`config.mk`:
```
export PLATFORM = sky130hd
export DESIGN_NAME = fc_irq_arbiter_flat
export DESIGN_NICKNAME = d
export VERILOG_FILES = /design/src/rtl/fc_irq_arbiter_if.sv /design/src/rtl/fc_irq_arbiter.sv /design/src/flat_wrapper.sv
export SDC_FILE = /design/constraint.sdc
export NUM_CORES = 1
export LEC_CHECK = 0
export ABC_AREA = 1
export BUFFER_PORTS_ARGS = -buffer_cell sky130_fd_sc_hd__buf_2
export CAP_MARGIN = 15
export CORE_MARGIN = 4
export CORE_UTILIZATION = 38
export DETAILED_ROUTE_END_ITERATION = 10
export GPL_TIMING_DRIVEN = 0
export PLACE_DENSITY = 0.83
export SYNTH_ARGS = -nofsm -noshare
export SYNTH_HDL_FRONTEND = slang
export SYNTH_SLANG_ARGS = --single-unit
export TNS_END_PERCENT = 1
```
`constraint.sdc`:
```
create_clock -name clk_i -period 1.5 [get_ports clk_i]
set_clock_uncertainty 0.1 [all_clocks]
set_input_delay 0.45 -clock clk_i [delete_from_list [all_inputs] [get_ports clk_i]]
set_output_delay 0.45 -clock clk_i [all_outputs]
set_load 0.005 [all_outputs]
```
`src/rtl/fc_irq_arbiter_if.sv`:
```
// Bus between the FC event unit / core and fc_irq_arbiter: raw lines, enable mask,
// request/ack handshake and status outputs.
interface fc_irq_arbiter_if #(
  parameter int N_IRQ    = 32,
  parameter int ID_WIDTH = $clog2(N_IRQ)
) ();
  logic [N_IRQ-1:0]    irq_i;
  logic [N_IRQ-1:0]    en_i;
  logic                irq_req_o;
  logic [ID_WIDTH-1:0] irq_id_o;
  logic [N_IRQ-1:0]    irq_x_o;
  logic                ack_i;
  logic [ID_WIDTH-1:0] ack_id_i;
  logic                ack_err_o;
  logic                wake_o;
  logic [N_IRQ-1:0]    pending_o;
  logic                timeout_o;

  modport slave (
    input  irq_i, en_i, ack_i, ack_id_i,
    output irq_req_o, irq_id_o, irq_x_o, ack_err_o, wake_o, pending_o, timeout_o
  );

  modport master (
    output irq_i, en_i, ack_i, ack_id_i,
    input  irq_req_o, irq_id_o, irq_x_o, ack_err_o, wake_o, pending_o, timeout_o
  );
endinterface

```
`src/rtl/fc_irq_arbiter.sv`:
```
// Registered interrupt arbiter: pending capture, enable mask, fixed/round-robin pick and
// a request/ack handshake. Define FC_IRQ_TIMEOUT_EN to withdraw requests left unacked.
module fc_irq_arbiter #(
  parameter int               N_IRQ          = 32,
  parameter int               ID_WIDTH       = $clog2(N_IRQ),
  parameter logic [N_IRQ-1:0] EDGE_MASK      = '0,
  parameter bit               RR_EN          = 1'b0,
  parameter int               TIMEOUT_CYCLES = 1024
) (
  input logic               clk_i,
  input logic               rst_i,
  fc_irq_arbiter_if.slave   bus
);

  typedef enum logic [1:0] {IDLE, REQ, GAP} state_t;

  state_t              state_q, state_n;
  logic [N_IRQ-1:0]    irq_q, pending_q, pending_n, cand, clr;
  logic [ID_WIDTH-1:0] id_q, rr_ptr, sel_id;
  logic                sel_found, latch, leave_req, ack_match, ack_in_range;
  logic                tmo_expire, tmo_hit, ack_err_n, req;
  logic                ack_err_q, tmo_q, wake_q;
  int                  idx;

  function automatic logic [N_IRQ-1:0] onehot(input logic [ID_WIDTH-1:0] id);
    logic [N_IRQ-1:0] v;
    for (int i = 0; i < N_IRQ; i++) v[i] = (ID_WIDTH'(i) == id);
    return v;
  endfunction

  assign cand         = pending_q & bus.en_i;
  assign ack_in_range = int'(bus.ack_id_i) < N_IRQ;
  assign clr          = (bus.ack_i && ack_in_range) ? onehot(bus.ack_id_i) : '0;
  assign ack_match    = bus.ack_i && (state_q == REQ) && (bus.ack_id_i == id_q);

  // Edge lines: a new rising edge beats a same-cycle clear. Level lines mirror irq_i.
  always_comb begin
    pending_n = pending_q;
    for (int i = 0; i < N_IRQ; i++) begin
      if (EDGE_MASK[i]) pending_n[i] = (bus.irq_i[i] & ~irq_q[i]) | (pending_q[i] & ~clr[i]);
      else              pending_n[i] = bus.irq_i[i];
    end
  end

  // Scan from rr_ptr (round-robin) or from 0 (fixed); first candidate hit wins.
  always_comb begin
    sel_found = 1'b0;
    sel_id    = '0;
    idx       = 0;
    for (int k = 0; k < N_IRQ; k++) begin
      idx = RR_EN ? ((int'(rr_ptr) + k) % N_IRQ) : k;
      if (!sel_found && cand[ID_WIDTH'(idx)]) begin
        sel_found = 1'b1;
        sel_id    = ID_WIDTH'(idx);
      end
    end
  end

`ifdef FC_IRQ_TIMEOUT_EN
  localparam int TW = $clog2(TIMEOUT_CYCLES) + 1;
  logic [TW-1:0] tmo_cnt;

  assign tmo_expire = (tmo_cnt == TW'(TIMEOUT_CYCLES - 1));

  always_ff @(posedge clk_i) begin
    if (rst_i || state_q != REQ) tmo_cnt <= '0;
    else                         tmo_cnt <= tmo_cnt + 1'b1;
  end
`else
  assign tmo_expire = 1'b0 && (TIMEOUT_CYCLES > 0);
`endif

  always_comb begin
    state_n   = state_q;
    latch     = 1'b0;
    tmo_hit   = 1'b0;
    ack_err_n = bus.ack_i && !ack_match;
    case (state_q)
      IDLE: begin
        if (sel_found) begin
          state_n = REQ;
          latch   = 1'b1;
        end
      end
      REQ: begin
        if (ack_match)             state_n = GAP;
        else if (!bus.en_i[id_q])  state_n = GAP;
        else if (tmo_expire) begin
          state_n = GAP;
          tmo_hit = 1'b1;
        end
      end
      GAP:     state_n = IDLE;
      default: state_n = IDLE;
    endcase
  end

  assign leave_req = (state_q == REQ) && (state_n != REQ);

  always_ff @(posedge clk_i) begin
    if (rst_i) begin
      state_q   <= IDLE;
      irq_q     <= '0;
      pending_q <= '0;
      rr_ptr    <= '0;
      ack_err_q <= 1'b0;
      tmo_q     <= 1'b0;
      wake_q    <= 1'b0;
    end else begin
      state_q   <= state_n;
      irq_q     <= bus.irq_i;
      pending_q <= pending_n;
      ack_err_q <= ack_err_n;
      tmo_q     <= tmo_hit;
      wake_q    <= |cand;
      if (leave_req) begin
        if (int'(id_q) == N_IRQ - 1) rr_ptr <= '0;
        else                         rr_ptr <= id_q + 1'b1;
      end
    end
  end

  // The granted id is datapath state; it is only observed while in REQ.
  always_ff @(posedge clk_i) begin
    if (latch) id_q <= sel_id;
  end

  assign req           = (state_q == REQ);
  assign bus.irq_req_o = req;
  assign bus.irq_id_o  = req ? id_q : '0;
  assign bus.irq_x_o   = req ? onehot(id_q) : '0;
  assign bus.ack_err_o = ack_err_q;
  assign bus.wake_o    = wake_q;
  assign bus.pending_o = pending_q;
  assign bus.timeout_o = tmo_q;

endmodule

```
`src/flat_wrapper.sv`:
```
// flat-port wrapper written by rule: the top's interface ports become plain ports
module fc_irq_arbiter_flat 
#(
  parameter int               N_IRQ          = 32,
  parameter int               ID_WIDTH       = $clog2(N_IRQ),
  parameter logic [N_IRQ-1:0] EDGE_MASK      = '0,
  parameter bit               RR_EN          = 1'b0,
  parameter int               TIMEOUT_CYCLES = 1024
)
  (clk_i, rst_i, bus_irq_i, bus_en_i, bus_ack_i, bus_ack_id_i, bus_irq_req_o, bus_irq_id_o, bus_irq_x_o, bus_ack_err_o, bus_wake_o, bus_pending_o, bus_timeout_o);
  fc_irq_arbiter_if #(.N_IRQ(N_IRQ), .ID_WIDTH(ID_WIDTH)) bus_i ();
  input logic clk_i;
  input logic rst_i;
  input wire logic [$bits(bus_i.irq_i)-1:0] bus_irq_i;
  input wire logic [$bits(bus_i.en_i)-1:0] bus_en_i;
  input wire logic [$bits(bus_i.ack_i)-1:0] bus_ack_i;
  input wire logic [$bits(bus_i.ack_id_i)-1:0] bus_ack_id_i;
  output wire logic [$bits(bus_i.irq_req_o)-1:0] bus_irq_req_o;
  output wire logic [$bits(bus_i.irq_id_o)-1:0] bus_irq_id_o;
  output wire logic [$bits(bus_i.irq_x_o)-1:0] bus_irq_x_o;
  output wire logic [$bits(bus_i.ack_err_o)-1:0] bus_ack_err_o;
  output wire logic [$bits(bus_i.wake_o)-1:0] bus_wake_o;
  output wire logic [$bits(bus_i.pending_o)-1:0] bus_pending_o;
  output wire logic [$bits(bus_i.timeout_o)-1:0] bus_timeout_o;
  assign bus_i.irq_i = bus_irq_i;
  assign bus_i.en_i = bus_en_i;
  assign bus_i.ack_i = bus_ack_i;
  assign bus_i.ack_id_i = bus_ack_id_i;
  assign bus_irq_req_o = bus_i.irq_req_o;
  assign bus_irq_id_o = bus_i.irq_id_o;
  assign bus_irq_x_o = bus_i.irq_x_o;
  assign bus_ack_err_o = bus_i.ack_err_o;
  assign bus_wake_o = bus_i.wake_o;
  assign bus_pending_o = bus_i.pending_o;
  assign bus_timeout_o = bus_i.timeout_o;
  fc_irq_arbiter #(.N_IRQ(N_IRQ), .ID_WIDTH(ID_WIDTH), .EDGE_MASK(EDGE_MASK), .RR_EN(RR_EN), .TIMEOUT_CYCLES(TIMEOUT_CYCLES)) u_core (.clk_i(clk_i), .rst_i(rst_i), .bus(bus_i));
endmodule
```
## After elaboration in Yosys (flattened, before gate mapping)

Cells that the tools add are included.

| cells by class | value |
|---|---|
| magnitude comparators | 1 |
| multiplexer cells | 40 |
| bitwise logic cells | 1 |
| equal/unequal tests | 35 |
| reduce and logical (&&, ||, !) cells | 42 |

Operators with widths:

| operator | number |
|---|---|
| == test 5 bit, first input constant | 16 |
| == test 4 x 5 -> 1 bit, first input constant | 8 |
| bitwise AND 32 bit | 1 |
| 2-to-1 mux 32 bit | 1 |
| OR reduction 32 bit | 1 |
| 2-to-1 mux 1 bit | 21 |
| == test 3 x 5 -> 1 bit, first input constant | 4 |
| 2-to-1 mux 4 bit | 5 |
| logical AND 1 bit | 18 |
| zero test 1 bit | 16 |
| OR reduction 14 bit | 1 |
| 2-to-1 mux 2 bit | 6 |
| 2-to-1 mux 3 bit | 4 |
| == test 2 x 5 -> 1 bit, first input constant | 2 |
| OR reduction 8 bit | 1 |
| < comparator 5 x 6 -> 1 bit, second input constant | 1 |
| binary-select mux 1 bit (select 5 bit) | 1 |
| == test 1 x 5 -> 1 bit, first input constant | 1 |
| == test 5 bit | 1 |
| zero test 5 bit | 1 |
| 2-to-1 mux 5 bit | 1 |
| one-hot mux 2 bit (2 select lines) | 1 |
| OR reduction 4 bit | 1 |
| inequality test 3 x 2 -> 1 bit, second input constant | 1 |
| other kinds (5) | 5 |

| storage, ports and cells | value |
|---|---|
| logic and storage cells | 128 |
| register bits after elaboration | 41 |
| output and inout port bits | 73 |
| input bits | 72 |

## Depth between registers and ports, before layout

Gate-level depths: netlist of run 1.

| depth | value |
|---|---|
| depth after elaboration | 49 |
| depth in mapped cells | 12 |
| mapped depth without buffers | 11 |

## Worst setup path after synthesis of run 1

Ideal clock, no wire load.

| path | value |
|---|---|
| kind | input-to-reg |
| start | in bus_en_i[13] |
| end | reg u_core.id_q[0], enable pin |
| buffers on the path | 0 |
| arrival time | 1.205 ns |
| slack | -0.061 ns |
| required time | 1.144 ns |
| stages | 7 |
| library setup time | 0.256 ns |
| path through | nand2_1 > nand2_1 > nor2_1 > inv_2 > or2_4 > o21ai_2 > inv_1 |

| between the ends | value |
|---|---|
| word-level cells in the longest chain between the ends | 11 |

RTL lines:

| element | line | RTL |
|---|---|---|
| start: declaration | flat_wrapper.sv:15 | `input wire logic [$bits(bus_i.en_i)-1:0] bus_en_i;` |
| bitwise AND 32 bit (*) | fc_irq_arbiter.sv:31 | `assign cand = pending_q & bus.en_i;` |
| logical AND 1 bit (*) | fc_irq_arbiter.sv:52 | `if (!sel_found && cand[ID_WIDTH'(idx)]) begin` |
| 2-to-1 mux 1 bit (*) | fc_irq_arbiter.sv:52 |  |
| zero test 1 bit | fc_irq_arbiter.sv:52 |  |
| logical AND 1 bit | fc_irq_arbiter.sv:52 |  |
| 2-to-1 mux 1 bit (*) | fc_irq_arbiter.sv:52 |  |
| zero test 1 bit | fc_irq_arbiter.sv:52 |  |
| logical AND 1 bit | fc_irq_arbiter.sv:52 |  |
| 2-to-1 mux 1 bit (*) | fc_irq_arbiter.sv:52 |  |
| 2-to-1 mux 1 bit (*) | fc_irq_arbiter.sv:80 | `if (sel_found) begin` |
| 2-to-1 mux 1 bit (*) | fc_irq_arbiter.sv:78 | `case (state_q)` |
| net u_core.latch | fc_irq_arbiter.sv:20 | `logic sel_found, latch, leave_req, ack_match, ack_in_range;` |
| end signal: assignment | fc_irq_arbiter.sv:125 | `if (latch) id_q <= sel_id;` |
| end: declaration | fc_irq_arbiter.sv:19 | `logic [ID_WIDTH-1:0] id_q, rr_ptr, sel_id;` |

Mark *: on every way through the listed nets, which the timed path passes. The rest lies on a longest branch.
A chain may end at the register's enable or synchronous reset.

## Worst setup path in the final report of run 1

| path | value |
|---|---|
| start | reg u_core.id_q[0] |
| end | out bus_irq_x_o[2] |

| between the ends | value |
|---|---|
| word-level cells in the longest chain between the ends | 2 |

RTL lines:

| element | line | RTL |
|---|---|---|
| == test 2 x 5 -> 1 bit | fc_irq_arbiter.sv:27 | `for (int i = 0; i < N_IRQ; i++) v[i] = (ID_WIDTH'(i) == id);` |
| 2-to-1 mux 32 bit | fc_irq_arbiter.sv:131 | `assign bus.irq_x_o = req ? onehot(id_q) : '0;` |
| end: declaration | flat_wrapper.sv:20 | `output wire logic [$bits(bus_i.irq_x_o)-1:0] bus_irq_x_o;` |

Every way passes these cells.

==> results of run 1 <==
-- routing by layer --
metal	global-route usage, %	vias to the layer above	routed length (um)
li1	-	1269	-
met1	18.2	1017	2270
met2	30.8	95	3090
met3	5.36	7	599
met4	5.65	0	95
met5	0	-	0
-- state kept, by name, summed over array words and instances, names as in the netlist --
register and cells:
u_core.bus.pending_o 32, u_core.bus.ack_err_o 1, u_core.bus.wake_o 1, u_core.state_q 2, u_core.id_q 4
-- final timing paths --
path              depth (start not counted)  slack (ns)                                  end                            from
setup / recovery                          5       -0.43                       bus_irq_x_o[2]    u_core.id_q[0]$_SDFFCE_PP1P_
hold / removal                            3        0.25  u_core.bus.pending_o[15]$_SDFF_PP0_                   bus_irq_i[15]
hold reg to reg                           3        0.46       u_core.state_q[0]$_SDFFE_PP0P_  u_core.state_q[1]$_SDFFE_PP0P_
setup reg to reg                         13       -0.04       u_core.state_q[1]$_SDFFE_PP0P_    u_core.id_q[0]$_SDFFCE_PP1P_
-- metrics by stage --
step / area, um^2 / cells / hold WS [ns] / power, mW / TNS [ns]
after floorplan: 2250 / 354 / 0.422 / 1.92 / -0.0996
after global placement: 2960 / 551 / 0.443 / 2.25 / -3.77
after detailed placement: 2960 / 551 / 0.452 / 2.27 / -4.91
after CTS: 3200 / 564 / 0.244 / 3.54 / -5.69
after global routing: 3260 / 565 / 0.246 / 3.82 / -7.88
final: 3260 / 565 / 0.250 / 3.61 / -5.83
-- power by group through the flow --
stage | Combinational [mW] | Sequential, mW | Clock [mW]
floorplan | 0.652 | 1.27 | 0
global placement | 0.980 | 1.27 | 0
detailed placement | 0.998 | 1.27 | 0
CTS | 1.12 | 1.25 | 1.17
global route | 1.33 | 1.27 | 1.22
finish | 1.20 | 1.26 | 1.15
-- worst max-delay path, stage by stage, from the launching register on --
cell and delay (ns):
edfxtp_1 0.42, inv_2 0.09, buf_6 0.13, nand2_2 0.10, nor3_1 0.21, buf_2 0.15
-- layout make-up --
| type | instances | area [um^2] | share of cell area [%] |
|---|---|---|---|
| Buffer | 26 | 191 | 5.88 |
| Clock buffer | 6 | 93.8 | 2.88 |
| Clock inverter | 2 | 60.1 | 1.84 |
| Inverter | 67 | 259 | 7.95 |
| Multi-Input combinational cell | 221 | 1040 | 32.0 |
| Sequential cell | 40 | 846 | 26.0 |
| Tap cell | 72 | 90.1 | 2.76 |
| Timing Repair Buffer | 131 | 674 | 20.7 |
-- kinds of logic (layout without fill, tap and decap cells) --
family / count (synthesis) / in the layout / share of synthesized area (%)
and+or+nand+nor: 191 / 191 / 36.3
buffers and inverters: 93 / 232 / 20.5
DFF: 40 / 40 / 39.2
AOI/OAI and AO/OA: 9 / 9 / 2.62
xor gates and xnor gates: 3 / 3 / 1.22
other: 1 / 18 / 0.175
-- placed cells by master, fill, tap and decap left out, types with 3 or more instances in the layout --
master / count
nor2_1: 56
buf_4: 24
clkbuf_8: 5
inv_2: 8
nor3_2: 5
xnor2_1: 3
nand2_2: 10
buf_6: 4
a21oi_1: 3
inv_1: 58
nor2_2: 9
dfxtp_1: 32
clkbuf_1: 4
buf_2: 125
conb_1: 18
nand3_1: 9
dfxtp_2: 4
nand4_1: 8
edfxtp_1: 4
nand2_1: 84
-- Yosys cell counts --
| cell | instances |
|---|---|
| a21oi_1 | 3 |
| a21oi_2 | 1 |
| a31oi_1 | 1 |
| buf_4 | 20 |
| buf_6 | 2 |
| clkbuf_1 | 4 |
| conb_1 | 1 |
| dfxtp_1 | 36 |
| edfxtp_1 | 4 |
| inv_1 | 63 |
| inv_2 | 4 |
| nand2_1 | 97 |
| nand3_1 | 10 |
| nand3b_1 | 1 |
| nand4_1 | 8 |
| nor2_1 | 64 |
| nor2_2 | 2 |
| nor3_1 | 6 |
| nor3_2 | 1 |
| o21a_1 | 1 |
| o21ai_0 | 2 |
| o21ai_2 | 1 |
| or2_0 | 1 |
| or2_4 | 1 |
| xnor2_1 | 3 |
-- what timing repair did --
action / CTS / global route
endpoints found under the setup margin: 29 / 29
buffers inserted: 5 / 1
gates cloned: 0 / 0
resized for setup: 20 / 16
pin swaps: 3 / 3
==> out/results.md, run 1 <==
### Run status
* finished, violations left — run status
* negative setup slack — failing checks

### Floorplanning
* 5510 um^2 — floorplan core area
* 6910 um^2 — full die area
* 83.1 um — overall die height
* 27 — placement row count
* 145 — top-level port count
* 39.0% — starting density of the core
* 83.1 um — Die Wd

### Worst setup path
* register to output port — kind of critical path
* 0.95 ns — Crit path required time
* 4 — Max Fanout on Critical Path
* output port — critical path endpoint category
* 1.38 ns — endpoint arrival time on the critical path
* register — startpoint type of the worst setup path

### Synthesis
* 0 — Synth warnings
* 39.2% — share of the yosys chip area belonging to registers
* 6.37 um^2 — Synth Area per Inst
* dfxtp_1, nand2_1, nor2_1, inv_1, buf_4 — most area-consuming cells after synthesis
* dfxtp_1 — leading area contributor after synthesis
* 2150 um^2 — post-synthesis instance area
* 40 — FF+latch count, synth
* 337 — Gate Count Post-Synth
* 33.6% — share of Yosys cell area claimed by the top area cell type
* 25 — Synth cell types

### Final layout
* 51.8% — synthesis-to-layout area growth
* 41.8% — proportion of layout cells with a drive suffix above 1
* 529 — Fillers
* 0 — diode count
* 59.2% — Layout Utilization
* 564 — Net count, final

### Global route
* 0 — total gr overflow
* 0 — number of antenna violations at the first check in global routing
* 16.8% — total global-route track usage
* 14 — pin count of the biggest net entering global routing
* 9680 um — global-route wire length before repair
* 2269 — vias in the first global route

### Timing
* 0 — final count of pins violating max slew
* 0 — Fin. Hold Viols
* 1.93 ns — post-layout minimum cycle time
* 23 — Final setup violation count
* 129% — period utilization
* -0.429 ns — Setup WS post-layout
* 0.518 GHz — Peak Freq
* yes — unrepaired setup endpoints after global routing

### Route
* 2388 — via total after detailed routing
* 4.23 — DR vias/cell
* 61 — starting DRC count in detailed routing
* 6050 um — final routed wirelength across all metal layers
* 4 — Pre-Repair DR Iteration Count
* 0 — final antenna-violating net count
* 0 — DRC violation count after routing
* 10.7 um — final routed wire length divided by cell count

### Power
* 31.4% — fraction of power spent switching nets
* 31.9% — Clk network pwr share
* 1110 nW/um^2 — power density normalized to cell area
* 2.00 nW — static leakage power
* 34.9% — relative contribution of sequential cells to total power
* 0.000543 V — Peak VDD IR
* 1.13 mW — net load switching power
* 2.47 mW — internal power contribution
* 33.2% — combinational share of power

### Placed design
* 0.873 — routability congestion estimate from global placement
* 4810 um — HPWL Detailed
* -0.336 ns — post-place setup slack
* 125 — buffers added on ports

### Flow run
* 0 — total of max-cap violations

### Clocking
* 0.29 ns — insertion delay of the later-clocked pin in the worst-skew pair
* 0.08 ns — clock slew seen by the registers of the worst setup and hold paths
* clkbuf_8 — buffer cell driving the clock tree root
* 5 — TritonCTS Buffers
* done — TritonCTS clock tree
* 2 — Longest Clk Path Bufs
* 0 — number of buffers inserted for hold repair after clock tree synthesis
* 2 — number of levels the H-tree was split into
* 40 — count of clock tree sinks

### Min path
* primary input to register — type of the worst min-delay path

Note: power is estimated with default switching activity, not from simulation.
==> run 2: changes to the inputs <==
Settings changed: ABC_AREA 1 to not set, CORE_UTILIZATION 38 to 36, PLACE_DENSITY 0.83 to 0.82.
==> out/results.md, run 2 <==
### Worst setup path
* edfxtp_1 — standard cell with the maximum stage delay on the critical path, unchanged
* 0.95 ns — Crit path required time, about the same
* output port — critical path endpoint category, unchanged
* buf_6, or2b_2, nor2_1, buf_2 — cell breakdown of the critical path, was inv_2, buf_6, nand2_2, nor3_1, buf_2
* -0.42 ns — register-to-register setup slack, was -0.04 ns
* 1.43 ns — endpoint arrival time on the critical path, was 1.38 ns
* register to output port — kind of critical path, unchanged
* 10 — Max Fanout on Critical Path, was 4
* 0.39 ns — maximum cell stage delay along the critical path, was 0.42 ns
* register — startpoint type of the worst setup path, unchanged

### Synthesis
* 0% — post-synthesis async set-or-reset flop share, unchanged
* 4.69% — mux cell area share after synthesis, was 0%
* 39 — Synth cell types, was 25
* 9.55 um^2 — Synth Area per Inst, was 6.37 um^2
* 28.0% — synthesized-area fraction occupied by and/or/nand/nor cells, was 36.3%
* 201 — Gate Count Post-Synth, was 337
* dfxtp_1, nor2b_1, buf_4, edfxtp_1, mux4_2 — most area-consuming cells after synthesis, was dfxtp_1, nand2_1, nor2_1, inv_1, buf_4
* 0% — adder-cell area share of the yosys netlist, unchanged
* 1.83% — xor and xnor fraction of the mapped netlist area, was 1.22%
* 40 — FF+latch count, synth, unchanged
* dfxtp_1 — most instantiated flip-flop cell in the synthesis netlist, unchanged
* 4 — count of flip-flops with a built-in enable after synthesis, unchanged
* dfxtp_1 — most used standard cell by instance count after synthesis, was nand2_1
* 0 — Synth warnings, unchanged
* 1920 um^2 — post-synthesis instance area, was 2150 um^2
* simple AND/OR/NAND/NOR gates — main combinational cell family by area after synthesis, unchanged
* dfxtp_1, nor2b_1, buf_4, nor2_1, nand2_1 — Post-synth top cells, was nand2_1, nor2_1, inv_1, dfxtp_1, buf_4
* 43.8% — share of the yosys chip area belonging to registers, was 39.2%
* 37.5% — share of Yosys cell area claimed by the top area cell type, was 33.6%
* 12.1% — complex-gate fraction of the synthesized area, was 2.62%
* dfxtp_1 — leading area contributor after synthesis, unchanged

### Floorplanning
* 81.0 um — overall die height, was 83.1 um
* 145 — top-level port count, unchanged
* 5140 um^2 — floorplan core area, was 5510 um^2
* 6560 um^2 — full die area, was 6910 um^2
* 81.0 um — Die Wd, was 83.1 um
* 26 — placement row count, was 27
* 37.3% — starting density of the core, was 39.0%

### Clocking
* 0 — number of buffers inserted for hold repair after clock tree synthesis, unchanged
* 40 — count of clock tree sinks, unchanged
* done — TritonCTS clock tree, unchanged
* 2 — number of levels the H-tree was split into, unchanged
* 0.08 ns — clock slew seen by the registers of the worst setup and hold paths, about the same
* 5 — TritonCTS Buffers, unchanged
* 2 — Longest Clk Path Bufs, unchanged
* 0.28 ns — insertion delay of the later-clocked pin in the worst-skew pair, was 0.29 ns
* clkbuf_8 — buffer cell driving the clock tree root, unchanged

### Route
* 53 — starting DRC count in detailed routing, was 61
* 5650 um — final routed wirelength across all metal layers, was 6050 um
* 0 — final antenna-violating net count, unchanged
* 13.3 um — final routed wire length divided by cell count, was 10.7 um
* 4.61 — DR vias/cell, was 4.23
* 4 — Pre-Repair DR Iteration Count, unchanged
* 0 — DRC violation count after routing, unchanged
* 1963 — via total after detailed routing, was 2388

### Power
* 23.5% — Clk network pwr share, was 31.9%
* 1.16 mW — net load switching power, was 1.13 mW
* 1.49 nW — static leakage power, was 2.00 nW
* 1230 nW/um^2 — power density normalized to cell area, was 1110 nW/um^2
* 2.51 mW — internal power contribution, was 2.47 mW
* 35.6% — relative contribution of sequential cells to total power, was 34.9%
* 0.000710 V — Peak VDD IR, was 0.000543 V
* 40.9% — combinational share of power, was 33.2%
* 31.5% — fraction of power spent switching nets, was 31.4%

### Final layout
* 0 — diode count, unchanged
* buf_2 — most common library cell in the layout ignoring fill and taps, unchanged
* 54.8% — synthesis-to-layout area growth, was 51.8%
* 32 — max reg flops, unchanged
* 2970 um^2 — post-route cell area, was 3260 um^2
* 55.3% — proportion of layout cells with a drive suffix above 1, was 41.8%
* 426 — filler-free cell count of the finished design, was 565
* 427 — Net count, final, was 564
* 452 — Fillers, was 529
* buf_2, nor2b_1, dfxtp_1, buf_4, conb_1 — most frequent cells in the layout, was buf_2, nand2_1, inv_1, nor2_1, dfxtp_1

### Timing
* 0 — final count of pins violating max slew, unchanged
* 0.542 ns — slew at the pin with the worst max-slew slack
* -0.480 ns — Setup WS post-layout, was -0.429 ns
* 28 — Final setup violation count, was 23
* 0.505 GHz — Peak Freq, was 0.518 GHz
* 63.6% — relative max-transition margin
* 1.98 ns — post-layout minimum cycle time, was 1.93 ns
* 132% — period utilization, was 129%
* 0 — Fin. Hold Viols, unchanged
* yes — unrepaired setup endpoints after global routing, unchanged

### Global route
* 0 — total gr overflow, unchanged
* 0 — number of antenna violations at the first check in global routing, unchanged
* 8190 um — global-route wire length before repair, was 9680 um
* 14 — pin count of the biggest net entering global routing, unchanged
* 1802 — vias in the first global route, was 2269
* 16.3% — total global-route track usage, was 16.8%

### Placed design
* 125 — buffers added on ports, unchanged
* 0.837 — routability congestion estimate from global placement, was 0.873
* 2700 um^2 — Area after DPL, was 2960 um^2
* 413 — cell total after placement, was 551
* 4650 um — HPWL Detailed, was 4810 um

### Min path
* primary input to register — type of the worst min-delay path, unchanged

### Run status
* negative setup slack — failing checks, unchanged
* finished, violations left — run status, unchanged

### Flow run
* 0 — total of max-cap violations, unchanged

run 2: critical path: cells and delay by family (launching register included):
kind                   cells  cell delay, ns
and+or+nand+nor            2            0.48
DFF                        1            0.39
buffers and inverters      2            0.28
run 2: layout make-up:
cell class | instances | area, um^2 | area share (%)
inverter | 1 | 6.26 | 0.211
sequential | 40 | 848 | 28.6
multi-input combinational | 151 | 1060 | 35.8
timing repair buffer | 130 | 663 | 22.3
tap | 70 | 87.6 | 2.95
buffer | 26 | 191 | 6.44
clock buffer | 5 | 68.8 | 2.32
clock inverter | 3 | 41.3 | 1.39
run 2: worst paths after layout:
kind | from | to | cells past startpoint
min | bus_irq_i[30] | u_core.bus.pending_o[30]$_SDFF_PP0_ | 2
min reg2reg | u_core.state_q[1]$_SDFFE_PP0P_ | u_core.state_q[0]$_SDFFE_PP0P_ | 1
max reg2reg | u_core.id_q[0]$_SDFFCE_PP1P_ | u_core.state_q[0]$_SDFFE_PP0P_ | 6
max | u_core.id_q[2]$_SDFFCE_PP1P_ | bus_irq_x_o[9] | 4
run 2: per-stage QoR:
step                power (mW)  worst slack [ns]  setup TNS (ns)  hold WS [ns]  utilization [%]
detailed placement        2.52            -0.537           -9.08         0.367             52.5
global route              3.88            -0.556          -10.91         0.256             57.8
global placement          2.49            -0.523           -8.56         0.360             52.5
CTS                       3.56            -0.515           -9.57         0.259             56.1
finish                    3.66            -0.480           -8.85         0.267             57.8
floorplan                 2.11            -0.240           -1.92         0.339                -
run 2: power by group through the flow:
stage / Combinational [mW] / Clock (mW) / Sequential (mW)
floorplan: 0.807 / 0 / 1.30
global placement: 1.19 / 0 / 1.30
detailed placement: 1.21 / 0 / 1.30
CTS: 1.38 / 0.881 / 1.30
global route: 1.63 / 0.930 / 1.32
finish: 1.50 / 0.862 / 1.31
run 2: timing repair:
action | CTS | global route
setup buffers | 3 | 2
gates resized for setup | 15 | 20
pin swaps | 4 | 4
setup endpoints to repair | 29 | 31
run 2: routing by layer:
layer  vias up  wire length, um  GRT usage [%]  part of all wire [%]
met5         -                0              0                     0
met3         4              579           4.43                    10
met1       895             2130           17.6                    38
met2        98             2890           30.8                    51
met4         0               52           5.07                  0.92
li1        966                -              -                     -
run 2: cell families after synthesis:
family,count (synthesis)
buffers and inverters,27
and+or+nand+nor,94
DFF,40
other,1
xor gates and xnor gates,4
muxes,4
AOI/OAI and AO/OA,31
==> run 3: changes to the inputs <==
Clock period 1.5 ns to 1.65 ns, I/O delays scaled along.
==> out/results.md, run 3 (synthesized netlist as in run 2, its figures left out) <==
### Min path
* primary input to register — type of the worst min-delay path, unchanged
* u_core.bus.pending_o[31]$_SDFF_PP0_ — endpoint of the worst hold-timing path, was u_core.bus.pending_o[30]$_SDFF_PP0_
* bus_irq_i[31] — startpoint of the most critical hold path, was bus_irq_i[30]
* 2 — cell depth of the worst hold path, unchanged

### Timing
* 26 — Final setup violation count, was 28
* 65.9% — relative max-transition margin, was 63.6%
* 123% — period utilization
* 2.04 ns — post-layout minimum cycle time
* 0.507 ns — slew at the pin with the worst max-slew slack, was 0.542 ns
* 0 — final count of pins violating max slew, unchanged
* -6.44 ns — accumulated negative setup slack, was -8.85 ns
* yes — unrepaired setup endpoints after global routing, unchanged
* 0.491 GHz — Peak Freq
* 0 — Fin. Hold Viols, unchanged
* -0.387 ns — Setup WS post-layout, was -0.480 ns

### Power
* 0.000640 V — Peak VDD IR, was 0.000710 V
* 1.48 nW — static leakage power, was 1.49 nW
* 1140 nW/um^2 — power density normalized to cell area, was 1230 nW/um^2

### Worst setup path
* 1.05 ns — Crit path required time, was 0.95 ns
* 0.39 ns — maximum cell stage delay along the critical path, about the same
* -0.36 ns — register-to-register setup slack, was -0.42 ns
* register to output port — kind of critical path, unchanged
* 2 — combined buffer and inverter count along the critical path, unchanged
* or3_4 — standard cell with the maximum stage delay on the critical path, was edfxtp_1
* simple AND/OR/NAND/NOR gates — gate family responsible for the most delay along the worst path, unchanged
* u_core.id_q[0]$_SDFFCE_PP1P_ — launching point of the worst reg2reg path, unchanged
* u_core.state_q[0]$_SDFFE_PP0P_ — capturing point of the worst reg2reg path, unchanged
* 4 — Max Fanout on Critical Path, was 10
* output port — critical path endpoint category, unchanged
* register — startpoint type of the worst setup path, unchanged
* 1.44 ns — endpoint arrival time on the critical path, was 1.43 ns
* 7 — number of cells on the worst reg-to-reg path, was 6
* buf_6, or3_4, nor3_2, buf_2 — cell breakdown of the critical path, was buf_6, or2b_2, nor2_1, buf_2

### Placed design
* 0.837 — routability congestion estimate from global placement, unchanged
* 4650 um — HPWL Detailed, unchanged
* 125 — buffers added on ports, unchanged
* 413 — cell total after placement, unchanged

### Clocking
* clkbuf_8 — buffer cell driving the clock tree root, unchanged
* 0.28 ns — insertion delay of the later-clocked pin in the worst-skew pair, about the same
* 40 — count of clock tree sinks, unchanged
* 2 — number of levels the H-tree was split into, unchanged
* 0 — number of buffers inserted for hold repair after clock tree synthesis, unchanged
* 2 — Longest Clk Path Bufs, unchanged
* 0.08 ns — clock slew seen by the registers of the worst setup and hold paths, about the same
* done — TritonCTS clock tree, unchanged
* 5 — TritonCTS Buffers, unchanged

### Global route
* 3.99% — met3 Use GR, was 4.43%
* 0 — number of antenna violations at the first check in global routing, unchanged
* 16.6% — total global-route track usage, was 16.3%
* 31.9% — met2 Resource Use GR, was 30.8%
* met2 — most crowded layer after global routing, unchanged
* 14 — pin count of the biggest net entering global routing, unchanged
* 0 — total gr overflow, unchanged
* 8290 um — global-route wire length before repair, was 8190 um
* 17.6% — global routing met1 resource utilization, about the same
* 1817 — vias in the first global route, was 1802

### Final layout
* 57.0% — Layout Utilization, was 57.8%
* 52.7% — synthesis-to-layout area growth, was 54.8%
* buf_2, nor2b_1, dfxtp_1, buf_4, conb_1 — most frequent cells in the layout, unchanged
* 32 — max reg flops, unchanged
* 0 — diode count, unchanged
* buf_2 — most common library cell in the layout ignoring fill and taps, unchanged
* 426 — Net count, final, was 427
* 51.8% — proportion of layout cells with a drive suffix above 1, was 55.3%
* 425 — filler-free cell count of the finished design, was 426

### Route
* 4.64 — DR vias/cell, was 4.61
* 5650 um — final routed wirelength across all metal layers, about the same
* 4 — Pre-Repair DR Iteration Count, unchanged
* 1974 — via total after detailed routing, was 1963
* 0 — final antenna-violating net count, unchanged
* 0 — DRC violation count after routing, unchanged
* 13.3 um — final routed wire length divided by cell count, about the same
* 40 — starting DRC count in detailed routing, was 53

### Run status
* finished, violations left — run status, unchanged
* negative setup slack — failing checks, unchanged

### Flow run
* 0 — total of max-cap violations, unchanged

### Floorplanning
* 6560 um^2 — full die area, unchanged
* 26 — placement row count, unchanged
* 81.0 um — overall die height, unchanged
* 37.3% — starting density of the core, unchanged
* 81.0 um — Die Wd, unchanged
* 5140 um^2 — floorplan core area, unchanged
* 145 — top-level port count, unchanged

run 3: layout make-up:
| class | count | area (um^2) |
|---|---|---|
| Buffer | 26 | 191 |
| Clock buffer | 5 | 68.8 |
| Clock inverter | 3 | 41.3 |
| Fill cell | 458 | 2210 |
| Inverter | 1 | 3.75 |
| Multi-Input combinational cell | 151 | 1030 |
| Sequential cell | 40 | 843 |
| Tap cell | 70 | 87.6 |
| Timing Repair Buffer | 129 | 668 |
run 3: how the worst max path moves through the flow:
stage                            startpoint                              to  slack, ns  cells past startpoint
3_3_place_gp                   bus_en_i[13]    u_core.id_q[0]$_SDFFCE_PP1P_      -0.42                      6
2_1_floorplan  u_core.id_q[0]$_SDFFCE_PP1P_  u_core.state_q[0]$_SDFFE_PP0P_      -0.09                      6
5_1_grt        u_core.id_q[0]$_SDFFCE_PP1P_                  bus_irq_x_o[0]      -0.45                      4
4_1_cts        u_core.id_q[0]$_SDFFCE_PP1P_                  bus_irq_x_o[0]      -0.39                      4
6_report       u_core.id_q[0]$_SDFFCE_PP1P_                  bus_irq_x_o[0]      -0.39                      4
3_5_place_dp                   bus_en_i[13]    u_core.id_q[2]$_SDFFCE_PP1P_      -0.43                      6
run 3: per-stage QoR:
step | cell area, um^2 | setup slack [ns] | total power, mW | hold WS (ns)
2_1_floorplan | 1980 | -0.0896 | 1.92 | 0.339
3_3_place_gp | 2700 | -0.418 | 2.26 | 0.360
3_5_place_dp | 2700 | -0.432 | 2.29 | 0.367
4_1_cts | 2920 | -0.391 | 3.35 | 0.304
5_1_grt | 2930 | -0.447 | 3.54 | 0.301
6_report | 2930 | -0.387 | 3.34 | 0.312
run 3: metal layers:
metal  wire length, um  up-vias  share of wire (%)
li1                  -      966                  -
met1              2080      884                 37
met4                45        0               0.80
met3               637        4                 11
met5                 0        -                  0
met2              2890      120                 51
run 3: power by group:
part | internal [mW] | leakage [nW] | switching, mW | total [mW]
Combinational | 0.737 | 1.08 | 0.637 | 1.37
Sequential | 1.12 | 0.342 | 0.0671 | 1.18
Clock | 0.449 | 0.0585 | 0.334 | 0.782
Total | 2.30 | 1.48 | 1.04 | 3.34
run 3: what timing repair did:
action	CTS	global route
setup endpoints to repair	27	28
pin swaps	5	0
gates resized for setup	18	3
setup buffers	4	0
